## src/rtl/hex_entry_if.sv

```systemverilog
// Connection bundle for the hex entry stage: the five raw board pushbuttons
// going in, and the live buffer, cursor and committed value coming out.
interface hex_entry_if;
    logic        btn_l;
    logic        btn_r;
    logic        btn_u;
    logic        btn_d;
    logic        btn_c;
    logic [31:0] data;
    logic [2:0]  cursor;
    logic [7:0]  cursor_mask;
    logic [31:0] commit_data;
    logic        commit;

    // The board side (or a bench) drives the buttons and watches the outputs.
    modport master (
        output btn_l, btn_r, btn_u, btn_d, btn_c,
        input  data, cursor, cursor_mask, commit_data, commit
    );

    // The entry stage itself reads the buttons and drives the outputs.
    modport slave (
        input  btn_l, btn_r, btn_u, btn_d, btn_c,
        output data, cursor, cursor_mask, commit_data, commit
    );
endinterface

```

## src/rtl/hex_entry.sv

```systemverilog
// Hexadecimal entry stage feeding the 8-digit seven-segment driver.
// Each pushbutton is synchronised, debounced in both directions and turned
// into a single press pulse. Presses edit a 32-bit buffer one nibble at a
// time under a cursor; the centre button commits the buffer downstream.
module hex_entry #(
    parameter int DEBOUNCE_CYCLES = 1000000
) (
    input logic       clk,
    input logic       rst,
    hex_entry_if.slave bus
);

    localparam int NUM_BTN = 5;
    localparam int CNT_W   = $clog2(DEBOUNCE_CYCLES + 1);

    localparam logic [CNT_W-1:0] CNT_LAST = CNT_W'(DEBOUNCE_CYCLES - 1);
    localparam logic [CNT_W-1:0] CNT_ONE  = CNT_W'(1);

    // Button bit positions inside the packed vectors below.
    localparam int B_R = 0;
    localparam int B_L = 1;
    localparam int B_D = 2;
    localparam int B_U = 3;
    localparam int B_C = 4;

    typedef enum logic [2:0] {
        ACT_NONE,
        ACT_COMMIT,
        ACT_UP,
        ACT_DOWN,
        ACT_LEFT,
        ACT_RIGHT
    } action_t;

    logic [NUM_BTN-1:0] raw;
    logic [NUM_BTN-1:0] sync1;
    logic [NUM_BTN-1:0] sync2;
    logic [NUM_BTN-1:0] stable;
    logic [NUM_BTN-1:0] stable_q;
    logic [NUM_BTN-1:0] press;
    logic [CNT_W-1:0]   count [NUM_BTN];

    action_t     action;
    logic [31:0] data_r;
    logic [2:0]  cursor_r;
    logic [31:0] commit_data_r;
    logic        commit_r;
    logic [4:0]  nib_base;
    logic [3:0]  nib;

    assign raw = {bus.btn_c, bus.btn_u, bus.btn_d, bus.btn_l, bus.btn_r};

    // Two-flop synchroniser bringing the asynchronous buttons into clk.
    always_ff @(posedge clk) begin
        if (rst) begin
            sync1 <= '0;
            sync2 <= '0;
        end else begin
            sync1 <= raw;
            sync2 <= sync1;
        end
    end

    // Debounce: the clean level only follows the synchronised level after it
    // has disagreed for DEBOUNCE_CYCLES consecutive cycles.
    always_ff @(posedge clk) begin
        if (rst) begin
            stable <= '0;
            for (int i = 0; i < NUM_BTN; i++) begin
                count[i] <= '0;
            end
        end else begin
            for (int i = 0; i < NUM_BTN; i++) begin
                if (sync2[i] == stable[i]) begin
                    count[i] <= '0;
                end else if (count[i] == CNT_LAST) begin
                    stable[i] <= sync2[i];
                    count[i]  <= '0;
                end else begin
                    count[i] <= count[i] + CNT_ONE;
                end
            end
        end
    end

    // Delayed copy of the clean levels used to find debounced rising edges.
    always_ff @(posedge clk) begin
        if (rst) begin
            stable_q <= '0;
        end else begin
            stable_q <= stable;
        end
    end

    assign press = stable & ~stable_q;

    // Pick at most one action per cycle; lower-priority presses are dropped.
    always_comb begin
        action = ACT_NONE;
        if (press[B_C]) begin
            action = ACT_COMMIT;
        end else if (press[B_U]) begin
            action = ACT_UP;
        end else if (press[B_D]) begin
            action = ACT_DOWN;
        end else if (press[B_L]) begin
            action = ACT_LEFT;
        end else if (press[B_R]) begin
            action = ACT_RIGHT;
        end
    end

    assign nib_base = {cursor_r, 2'b00};
    assign nib      = data_r[nib_base +: 4];

    // Apply the selected edit; nibble arithmetic wraps without carry/borrow
    // and the commit strobe lasts exactly the cycle after the capture.
    always_ff @(posedge clk) begin
        if (rst) begin
            data_r        <= '0;
            cursor_r      <= '0;
            commit_data_r <= '0;
            commit_r      <= 1'b0;
        end else begin
            commit_r <= 1'b0;
            case (action)
                ACT_COMMIT: begin
                    commit_data_r <= data_r;
                    commit_r      <= 1'b1;
                end
                ACT_UP:    data_r[nib_base +: 4] <= nib + 4'd1;
                ACT_DOWN:  data_r[nib_base +: 4] <= nib - 4'd1;
                ACT_LEFT:  cursor_r <= cursor_r + 3'd1;
                ACT_RIGHT: cursor_r <= cursor_r - 3'd1;
                default: ;
            endcase
        end
    end

    assign bus.data        = data_r;
    assign bus.cursor      = cursor_r;
    assign bus.cursor_mask = 8'd1 << cursor_r;
    assign bus.commit_data = commit_data_r;
    assign bus.commit      = commit_r;

endmodule
```

## src/flat_wrapper.sv

```systemverilog
// flat-port wrapper written by rule: the top's interface ports become plain ports
module hex_entry_flat 
#(
    parameter int DEBOUNCE_CYCLES = 1000000
)
  (clk, rst, bus_btn_l, bus_btn_r, bus_btn_u, bus_btn_d, bus_btn_c, bus_data, bus_cursor, bus_cursor_mask, bus_commit_data, bus_commit);
  hex_entry_if bus_i ();
  input logic clk;
  input logic rst;
  input wire logic [$bits(bus_i.btn_l)-1:0] bus_btn_l;
  input wire logic [$bits(bus_i.btn_r)-1:0] bus_btn_r;
  input wire logic [$bits(bus_i.btn_u)-1:0] bus_btn_u;
  input wire logic [$bits(bus_i.btn_d)-1:0] bus_btn_d;
  input wire logic [$bits(bus_i.btn_c)-1:0] bus_btn_c;
  output wire logic [$bits(bus_i.data)-1:0] bus_data;
  output wire logic [$bits(bus_i.cursor)-1:0] bus_cursor;
  output wire logic [$bits(bus_i.cursor_mask)-1:0] bus_cursor_mask;
  output wire logic [$bits(bus_i.commit_data)-1:0] bus_commit_data;
  output wire logic [$bits(bus_i.commit)-1:0] bus_commit;
  assign bus_i.btn_l = bus_btn_l;
  assign bus_i.btn_r = bus_btn_r;
  assign bus_i.btn_u = bus_btn_u;
  assign bus_i.btn_d = bus_btn_d;
  assign bus_i.btn_c = bus_btn_c;
  assign bus_data = bus_i.data;
  assign bus_cursor = bus_i.cursor;
  assign bus_cursor_mask = bus_i.cursor_mask;
  assign bus_commit_data = bus_i.commit_data;
  assign bus_commit = bus_i.commit;
  hex_entry #(.DEBOUNCE_CYCLES(DEBOUNCE_CYCLES)) u_core (.clk(clk), .rst(rst), .bus(bus_i));
endmodule
```

## config.mk

```make
export PLATFORM = sky130hd
export DESIGN_NAME = hex_entry_flat
export DESIGN_NICKNAME = d
export VERILOG_FILES = /design/src/rtl/hex_entry_if.sv /design/src/rtl/hex_entry.sv /design/src/flat_wrapper.sv
export SDC_FILE = /design/constraint.sdc
export NUM_CORES = 1
export LEC_CHECK = 0
export BUFFER_PORTS_ARGS = -buffer_cell sky130_fd_sc_hd__buf_4
export CORE_ASPECT_RATIO = 0.6
export CORE_MARGIN = 1
export CORE_UTILIZATION = 50
export CTS_CLUSTER_SIZE = 28
export DETAILED_ROUTE_END_ITERATION = 8
export PLACE_DENSITY = 0.69
export SLEW_MARGIN = 0
export SYNTH_ARGS = -nofsm -noshare
export SYNTH_HDL_FRONTEND = slang
export SYNTH_SLANG_ARGS = --single-unit
```

## constraint.sdc

```tcl
create_clock -name clk -period 7.8 [get_ports clk]
set_clock_uncertainty 0.1 [all_clocks]
set_input_delay 1.56 -clock clk [delete_from_list [all_inputs] [get_ports clk]]
set_output_delay 1.56 -clock clk [all_outputs]
set_load 0.005 [all_outputs]
```

==> results of run 1 <==
==> Yosys cell counts (2+ instances only) <==
cell       number
nor2_1        152
nand2_1       120
edfxtp_1      100
dfxtp_1        88
a21oi_1        53
nand3_1        53
xor2_1         51
xnor2_1        46
nand4_1        29
clkbuf_1       28
nor2b_1        21
inv_1          20
nor3_1         18
or3_1          16
ha_1           14
and3_1         11
mux2i_1        10
nand3b_1        9
nor4b_1         9
nor4_1          8
mux4_2          7
o311ai_1        6
and2_1          5
o21ai_0         5
and4_1          4
buf_1           4
mux2i_4         4
nand2b_1        4
a211oi_1        3
buf_2           3
inv_2           3
a2111oi_2       2
a211oi_2        2
buf_4           2
buf_6           2
or2_2           2
==> flip-flops by register name, summed over array words and instances (netlist names), named ones only <==
| signal | count |
|---|---|
| u_core.bus.commit | 1 |
| u_core.bus.commit_data | 32 |
| u_core.bus.cursor | 3 |
| u_core.bus.data | 24 |
| u_core.count | 100 |
| u_core.stable | 5 |
| u_core.stable_q | 5 |
| u_core.sync1 | 5 |
| u_core.sync2 | 5 |
==> path summary, 6_finish.rpt <==
kind,startpoint,to,slack (ns),depth (start not counted)
setup / recovery,u_core.bus.cursor[0],bus_cursor_mask[0],3.89,4
hold / removal,u_core.sync1[3],u_core.sync2[3],0.34,1
setup reg to reg,u_core.bus.cursor[0],u_core.bus.data[5],3.95,8
hold reg to reg,u_core.sync1[3],u_core.sync2[3],0.34,1
==> power groups by stage <==
stage | registers (mW) | logic (mW) | clock network, mW
finish | 1.10 | 0.0908 | 0.855
global route | 1.10 | 0.103 | 0.911
CTS | 1.10 | 0.0898 | 0.869
detailed placement | 1.12 | 0.0888 | 0
global placement | 1.12 | 0.0890 | 0
floorplan | 1.11 | 0.0694 | 0
==> final cells by class <==
class,count,area [um^2]
clock buffer,19,454
clock inverter,13,126
fill,1553,7090
inverter,23,86.3
multi-input combinational,783,4560
sequential,188,4760
tap,240,300
timing repair buffer,85,638
==> kinds of logic (layout without fill, tap and decap cells) <==
family          after synthesis  after routing  synth area share
fa+ha+maj                    15             15            0.0212
buf+inv                      62            140            0.0281
flops                       188            188             0.518
simple gates                469            469             0.243
other cells                   1            100          0.000407
compound gates               79             79            0.0537
xor+xnor                     98             98            0.0953
mux                          22             22            0.0406
==> worst max-delay path, cell delays in order (launching register included) <==
cell and delay (ns):
dfxtp_1 0.72, inv_1 0.35, ha_1 0.32, ha_1 0.26
buf_4 0.17
==> metal layers <==
metal / vias to the layer above / global-route usage / part of all wire
met5: - / 0 / 0
met4: 0 / 0.0659 / 0.012
met3: 24 / 0.0567 / 0.073
met2: 199 / 0.289 / 0.40
met1: 3200 / 0.319 / 0.52
li1: 3494 / - / -
==> through the flow <==
step / worst slack (ns) / cell area (um^2)
2_1_floorplan: 4.93 / 9580
3_3_place_gp: 4.17 / 10400
3_5_place_dp: 4.02 / 10400
4_1_cts: 3.87 / 10900
5_1_grt: 3.59 / 10900
6_report: 3.89 / 10900
==> placed cells by master, fill, tap and decap left out, types with 4 or more instances in the layout <==
cell type	count
nor2_1	152
nand2_1	120
edfxtp_1	100
conb_1	100
dfxtp_1	88
buf_4	85
nand3_1	53
a21oi_1	53
xor2_1	51
xnor2_1	46
nand4_1	29
inv_1	20
nor2b_1	20
nor3_1	18
clkbuf_16	18
or3_1	16
ha_1	14
and3_1	11
mux2i_1	10
nor4b_1	9
nand3b_1	9
nor4_1	8
mux4_2	7
o311ai_1	6
clkinv_4	6
and2_1	5
o21ai_0	5
mux2i_4	4
nand2b_1	4
and4_1	4
==> results.json, run 1 <==
{
  "total_power_mw": 2.04,
  "num_io_pins": 83,
  "drc_errors": 0,
  "dp.cells": 1319,
  "holdBufCountCts": 0,
  "final-hold-violation-count": 0,
  "ys.flop_type": "edfxtp_1",
  "synth_warnings": 0,
  "hp-class": "flop to flop",
  "period_share": 0.501,
  "postRouteAntennaNets": 0,
  "dieHeight_um": 107,
  "tightest_slew_ns": 1.16,
  "seqPwrFrac": 0.537,
  "yosysUniqueCellTypes": 56,
  "layout.cells.non_filler": 1351,
  "postSynthCellCount": 934,
  "vias_per_cell": 5.12,
  "routed_wl_um": 19200,
  "cts.path.max_buffers": 2,
  "critPathArrivalTime_ns": 2.25,
  "antenna_found_initial": 0,
  "worst_setup_path_end_kind": "output pin",
  "io_buffers": 82,
  "post_cts_resized": 0,
  "ys_ff_latch": 188,
  "slew_viol_final": 0,
  "swShare": 0.243,
  "clockRootBuffer": "clkbuf_16",
  "antenna_cells": 0,
  "grt_use_total": 0.211,
  "post-cts-setup-buffers": 0,
  "async_flop_share": 0,
  "coreArea_um2": 18000,
  "crit_required_ns": 6.14,
  "start_util": 0.511,
  "status": "complete, no violations",
  "gp_congestion": 0.976,
  "synthToLayoutAreaGrowth_pct": 18.8,
  "power_density_nw_per_um2": 187,
  "vias": 6917,
  "clkPwrFrac": 0.418,
  "critPathKind": "flop to output pin",
  "grt_pass1_wl_um": 31400,
  "ctsHtreeMaxLevel": 4,
  "mappedNetlistArea_um2": 9210,
  "p_int_mw": 1.55,
  "gr-total-overflow": 0,
  "slew_headroom": 0.226,
  "ir_drop_uv": 152,
  "ys_top_cells_by_area": "edfxtp_1 (33%), dfxtp_1 (19%), nor2_1 (6.2%)",
  "setup_viol": 0,
  "first_pass_iters": 5,
  "rows": 38,
  "rsz0062_at_grt": "no",
  "drtIter0Drc": 557,
  "final.min_clock_period_ns": 3.91,
  "cts_buffers": 17,
  "fin_tns_setup_ns": 0,
  "grt_max_degree": 82,
  "clock_latency_ns": 0.43,
  "synth_top_cell_by_area": "edfxtp_1",
  "drive_above_1_share": 0.129,
  "path_clk_slew_ns": 0.07,
  "crit_fanout": 14,
  "first_global_vias": 6163,
  "routedWlPerCell_um": 14.2,
  "die_w_um": 177,
  "finalNetCount": 1120,
  "synth_top_area_share": 0.326,
  "cts_sinks": 188,
  "cts_tree": "done",
  "leakage_nw": 3.93,
  "synth_edf_count": 100,
  "timing.hold.ws_ns": 0.339,
  "clock.fmax_mhz": 256,
  "dp_hpwl_um": 13500,
  "dieArea_um2": 19000,
  "combPwrFrac": 0.044,
  "post_synth.cell_area_avg_um2": 9.86,
  "startpoint_type": "flop",
  "power_switching_mw": 0.496,
  "ys_seq_area_frac": 0.518,
  "cap_violations": 0,
  "post-route-util": 0.607
}
No activity file was read; power rests on OpenSTA's default activity.
==> inputs of run 2 (changes only) <==
--- a/config.mk
+++ b/config.mk
@@ -11,7 +11,7 @@
 export CORE_UTILIZATION = 50
 export CTS_CLUSTER_SIZE = 28
 export DETAILED_ROUTE_END_ITERATION = 8
-export PLACE_DENSITY = 0.69
+export PLACE_DENSITY = 0.72
 export SLEW_MARGIN = 0
 export SYNTH_ARGS = -nofsm -noshare
 export SYNTH_HDL_FRONTEND = slang
==> constraint.sdc (replaced) <==
create_clock -name clk -period 3.38 [get_ports clk]
set_clock_uncertainty 0.1 [all_clocks]
set_input_delay 0.676 -clock clk [delete_from_list [all_inputs] [get_ports clk]]
set_output_delay 0.676 -clock clk [all_outputs]
set_load 0.005 [all_outputs]
==> results.json, run 2 (same netlist as run 1, synthesis figures left out) <==
{
  "status": "complete, no violations",
  "power_density_nw_per_um2": 435,
  "dp_slack_ns": 0.502,
  "post_cts_resized": 0,
  "multi_input_area_um2": 4560,
  "hold_path_end": "u_core.sync2[4]",
  "start_util": 0.511,
  "final-hold-violation-count": 0,
  "vias_per_cell": 5.19,
  "reg2reg_from": "u_core.bus.cursor[0]",
  "r2r_end": "u_core.bus.data[6]",
  "clock.fmax_mhz": 342,
  "mostFrequentLayoutCell": "nor2_1",
  "timing.hold.ws_ns": 0.338,
  "antenna_found_initial": 0,
  "finalNetCount": 1130,
  "critPathArrivalTime_ns": 3.20,
  "placed_cell_area_um2": 10400,
  "critPathKind": "flop to flop",
  "gr-total-overflow": 0,
  "largest_register_ffs": 100,
  "rows": 38,
  "startpoint_type": "flop",
  "dieHeight_um": 107,
  "cts.path.max_buffers": 2,
  "postRouteAntennaNets": 0,
  "slew_viol_final": 0,
  "drc_errors": 0,
  "first_global_vias": 6348,
  "grtUsageMet3": 0.0702,
  "cts_sinks": 188,
  "ir_drop_uv": 313,
  "cap_violations": 0,
  "num_io_pins": 83,
  "coreArea_um2": 18000,
  "cts_buffers": 17,
  "ctsHtreeMaxLevel": 4,
  "drtIter0Drc": 593,
  "nFillCells": 1529,
  "fin_area_um2": 11000,
  "routedWlPerCell_um": 15.0,
  "top_register": "u_core.count",
  "slew_headroom": 0.512,
  "crit_fanout": 11,
  "first_pass_iters": 7,
  "hold_start": "u_core.sync1[4]",
  "path_clk_slew_ns": 0.08,
  "holdBufCountCts": 0,
  "grt_busiest_layer": "met1",
  "antenna_cells": 0,
  "hp-class": "flop to flop",
  "gp_congestion": 0.968,
  "final_cell_mix": "nor2_1 (152), nand2_1 (120), edfxtp_1 (100), conb_1 (100), buf_4 (95)",
  "holdPathStages": 1,
  "grt.met2_usage": 0.294,
  "routed_wl_um": 20500,
  "ff_latch_area_um2": 4760,
  "dieArea_um2": 19000,
  "die_w_um": 177,
  "tightest_slew_ns": 0.726,
  "io_buffers": 82,
  "drive_above_1_share": 0.137,
  "clockRootBuffer": "clkbuf_16",
  "post-cts-setup-buffers": 0,
  "final.min_clock_period_ns": 2.92,
  "rrSetupSlack_ns": 0.46,
  "worst_setup_path_end_kind": "flop",
  "dp_hpwl_um": 14600,
  "grt_pass1_wl_um": 33000,
  "fin_tns_setup_ns": 0,
  "grt_use_total": 0.225,
  "leakage_nw": 3.99,
  "period_share": 0.864,
  "clock_latency_ns": 0.44,
  "fin_ws_ns": 0.459,
  "vias": 7057,
  "grt_max_degree": 43,
  "grt_use_met1": 0.344,
  "cts_tree": "done",
  "rsz0062_at_grt": "no",
  "ff2ff_path_depth": 9,
  "setup_viol": 0,
  "synthToLayoutAreaGrowth_pct": 19.9,
  "crit_required_ns": 3.66
}
run 2: changes by cell type in the layout (fill, tap and decap cells not counted), sizes merged:
cell	before	now
buf	85	95
inv	29	32
clkinv	7	5
clkbuf	19	18
run 2: layout make-up:
type                    instances  share of cell area
clock buffers                  18              0.0408
inverters                      23             0.00782
flip-flops and latches        188               0.432
well taps                     240              0.0272
clock inverters                14              0.0145
repair buffers                 95              0.0646
multi-input cells             783               0.413
run 2: critical path: stages, from the launching register on:
cell     delay (ns)
dfxtp_1        0.42
buf_4          0.24
mux4_2         0.35
mux2i_4        0.32
inv_2          0.14
ha_1           0.21
mux2i_1        0.35
xnor2_4        0.22
or3b_1         0.39
a21oi_1        0.12
run 2: how the worst max path moves through the flow:
stage | start | cells after the start | to
2_1_floorplan | u_core.bus.cursor[0] | 9 | u_core.bus.data[6]
3_3_place_gp | u_core.bus.cursor[0] | 9 | u_core.bus.data[6]
3_5_place_dp | u_core.bus.cursor[0] | 9 | u_core.bus.data[6]
4_1_cts | u_core.bus.cursor[0] | 9 | u_core.bus.data[6]
5_1_grt | u_core.bus.cursor[0] | 9 | u_core.bus.data[6]
6_report | u_core.bus.cursor[0] | 9 | u_core.bus.data[6]
run 2: stage by stage:
step                utilization  std cells  power, mW
floorplan                     -       1033       2.72
global placement          0.579       1329       2.79
detailed placement        0.579       1329       2.80
CTS                       0.612       1361       4.82
global route              0.612       1361       4.94
finish                    0.612       1361       4.80
run 2: layer usage:
metal	routed length, um	part of all wire	up-vias
li1	-	-	3513
met3	1810	0.089	18
met4	193	0.0094	0
met2	8070	0.39	244
met1	10400	0.51	3282
met5	0	0	-
run 2: where the power goes:
part	internal [mW]	total (mW)	switching (mW)
combinational	0.0930	0.224	0.131
sequential	2.46	2.53	0.0670
clock	1.04	2.05	1.00
total	3.60	4.80	1.20
==> inputs of run 3 (changes only) <==
--- a/config.mk
+++ b/config.mk
@@ -6,12 +6,14 @@
 export NUM_CORES = 1
 export LEC_CHECK = 0
 export BUFFER_PORTS_ARGS = -buffer_cell sky130_fd_sc_hd__buf_4
+export CELL_PAD_IN_SITES_DETAIL_PLACEMENT = 1
+export CELL_PAD_IN_SITES_GLOBAL_PLACEMENT = 2
 export CORE_ASPECT_RATIO = 0.6
 export CORE_MARGIN = 1
-export CORE_UTILIZATION = 50
+export CORE_UTILIZATION = 35
 export CTS_CLUSTER_SIZE = 28
 export DETAILED_ROUTE_END_ITERATION = 8
-export PLACE_DENSITY = 0.72
+export PLACE_DENSITY_LB_ADDON = 0.1
 export SLEW_MARGIN = 0
 export SYNTH_ARGS = -nofsm -noshare
 export SYNTH_HDL_FRONTEND = slang
==> results.json, run 3 (same netlist as run 1, synthesis figures left out) <==
{
  "routedWlPerCell_um": 16.4,
  "vias": 7041,
  "gr-total-overflow": 0,
  "startpoint_type": "flop",
  "holdBufCountCts": 0,
  "period_share": 0.945,
  "antenna_cells": 0,
  "dieHeight_um": 128,
  "ctsHtreeMaxLevel": 4,
  "fin_area_um2": 11200,
  "clockRootBuffer": "clkbuf_16",
  "critPathKind": "flop to flop",
  "fin_ws_ns": 0.186,
  "drc_errors": 0,
  "grt_use_total": 0.188,
  "cts_tree": "done",
  "final.min_clock_period_ns": 3.19,
  "synthToLayoutAreaGrowth_pct": 21.5,
  "clock_latency_ns": 0.47,
  "worst_setup_path_end_kind": "flop",
  "finalNetCount": 1132,
  "crit_required_ns": 3.67,
  "gp_congestion": 0.796,
  "post-cts-setup-buffers": 0,
  "crit_fanout": 8,
  "layout.cells.non_filler": 1475,
  "cts_sinks": 188,
  "drive_above_1_share": 0.134,
  "cap_violations": 0,
  "final-hold-violation-count": 0,
  "drtIter0Drc": 482,
  "status": "complete, no violations",
  "path_clk_slew_ns": 0.07,
  "placed_cell_area_um2": 10600,
  "rows": 45,
  "slew_viol_final": 0,
  "num_io_pins": 83,
  "post_cts_resized": 0,
  "rsz0062_at_grt": "no",
  "vias_per_cell": 4.77,
  "io_buffers": 82,
  "top_register": "u_core.count",
  "antenna_found_initial": 0,
  "die_w_um": 211,
  "setup_viol": 0,
  "grt_max_degree": 59,
  "dp_hpwl_um": 17500,
  "first_pass_iters": 4,
  "cts_buffers": 17,
  "timing.hold.ws_ns": 0.337,
  "dp.cells": 1443,
  "first_global_vias": 6923,
  "slew_headroom": 0.469,
  "cts.path.max_buffers": 2,
  "rrSetupSlack_ns": 0.19,
  "final_cell_mix": "nor2_1 (152), nand2_1 (120), edfxtp_1 (100), conb_1 (100), buf_4 (97)",
  "ir_drop_uv": 304,
  "grt_pass1_wl_um": 38800,
  "power_density_nw_per_um2": 436,
  "coreArea_um2": 25600,
  "mostFrequentLayoutCell": "nor2_1",
  "postRouteAntennaNets": 0,
  "fin_tns_setup_ns": 0,
  "tightest_slew_ns": 0.790,
  "start_util": 0.360,
  "hp-class": "input port to flop",
  "leakage_nw": 4.00,
  "dp_slack_ns": 0.216,
  "dieArea_um2": 27000,
  "critPathArrivalTime_ns": 3.48,
  "largest_register_ffs": 100,
  "routed_wl_um": 24100,
  "clock.fmax_mhz": 313
}
==> run 3: cell types whose count changed in the layout (fill, tap and decap cells not counted), moves of 2 or more <==
| cell | previous run | this run |
|---|---|---|
| buf_4 | 95 | 97 |
| bufinv_16 | 0 | 2 |
| clkbuf_8 | 0 | 4 |
| inv_6 | 4 | 0 |
| inv_8 | 4 | 0 |
| clkinv_8 | 4 | 0 |
| clkbuf_1 | 0 | 5 |
==> run 3: final timing paths <==
check                            start                  to  depth (start not counted)
setup / recovery  u_core.bus.cursor[0]  u_core.bus.data[6]                          8
hold / removal               bus_btn_d     u_core.sync1[2]                          2
setup reg to reg  u_core.bus.cursor[0]  u_core.bus.data[6]                          8
hold reg to reg        u_core.sync1[4]     u_core.sync2[4]                          1
==> run 3: final cells by class <==
class	count	area, um^2
flip-flops and latches	188	4760
well taps	352	440
fillers	2957	14400
inverters	23	86.3
multi-input cells	783	4570
repair buffers	97	728
clock buffers	27	524
clock inverters	5	77.6
==> run 3: routing by layer <==
| metal | global-route usage | part of all wire |
|---|---|---|
| met4 | 0.0443 | 0.0030 |
| met2 | 0.259 | 0.42 |
| met1 | 0.290 | 0.54 |
| met5 | 0 | 0 |
| met3 | 0.0430 | 0.036 |
==> run 3: worst max-delay path: stages, from the launching register on <==
cell and delay [ns]:
dfxtp_1 0.64, mux4_2 0.61, mux2i_4 0.32, inv_2 0.14, ha_1 0.23, mux2i_1 0.34, xnor2_4 0.23, or3b_1 0.38
a21oi_1 0.13
==> run 3: stage by stage <==
stage / utilization / power, mW
floorplan: - / 2.72
global placement: 0.414 / 2.82
detailed placement: 0.414 / 2.82
CTS: 0.438 / 4.94
global route: 0.438 / 5.06
finish: 0.438 / 4.87
==> run 3: report_power, final <==
group	switching [mW]	internal, mW	total (mW)
logic	0.136	0.0933	0.229
clock network	0.888	1.21	2.10
registers	0.0758	2.47	2.54
total	1.10	3.77	4.87
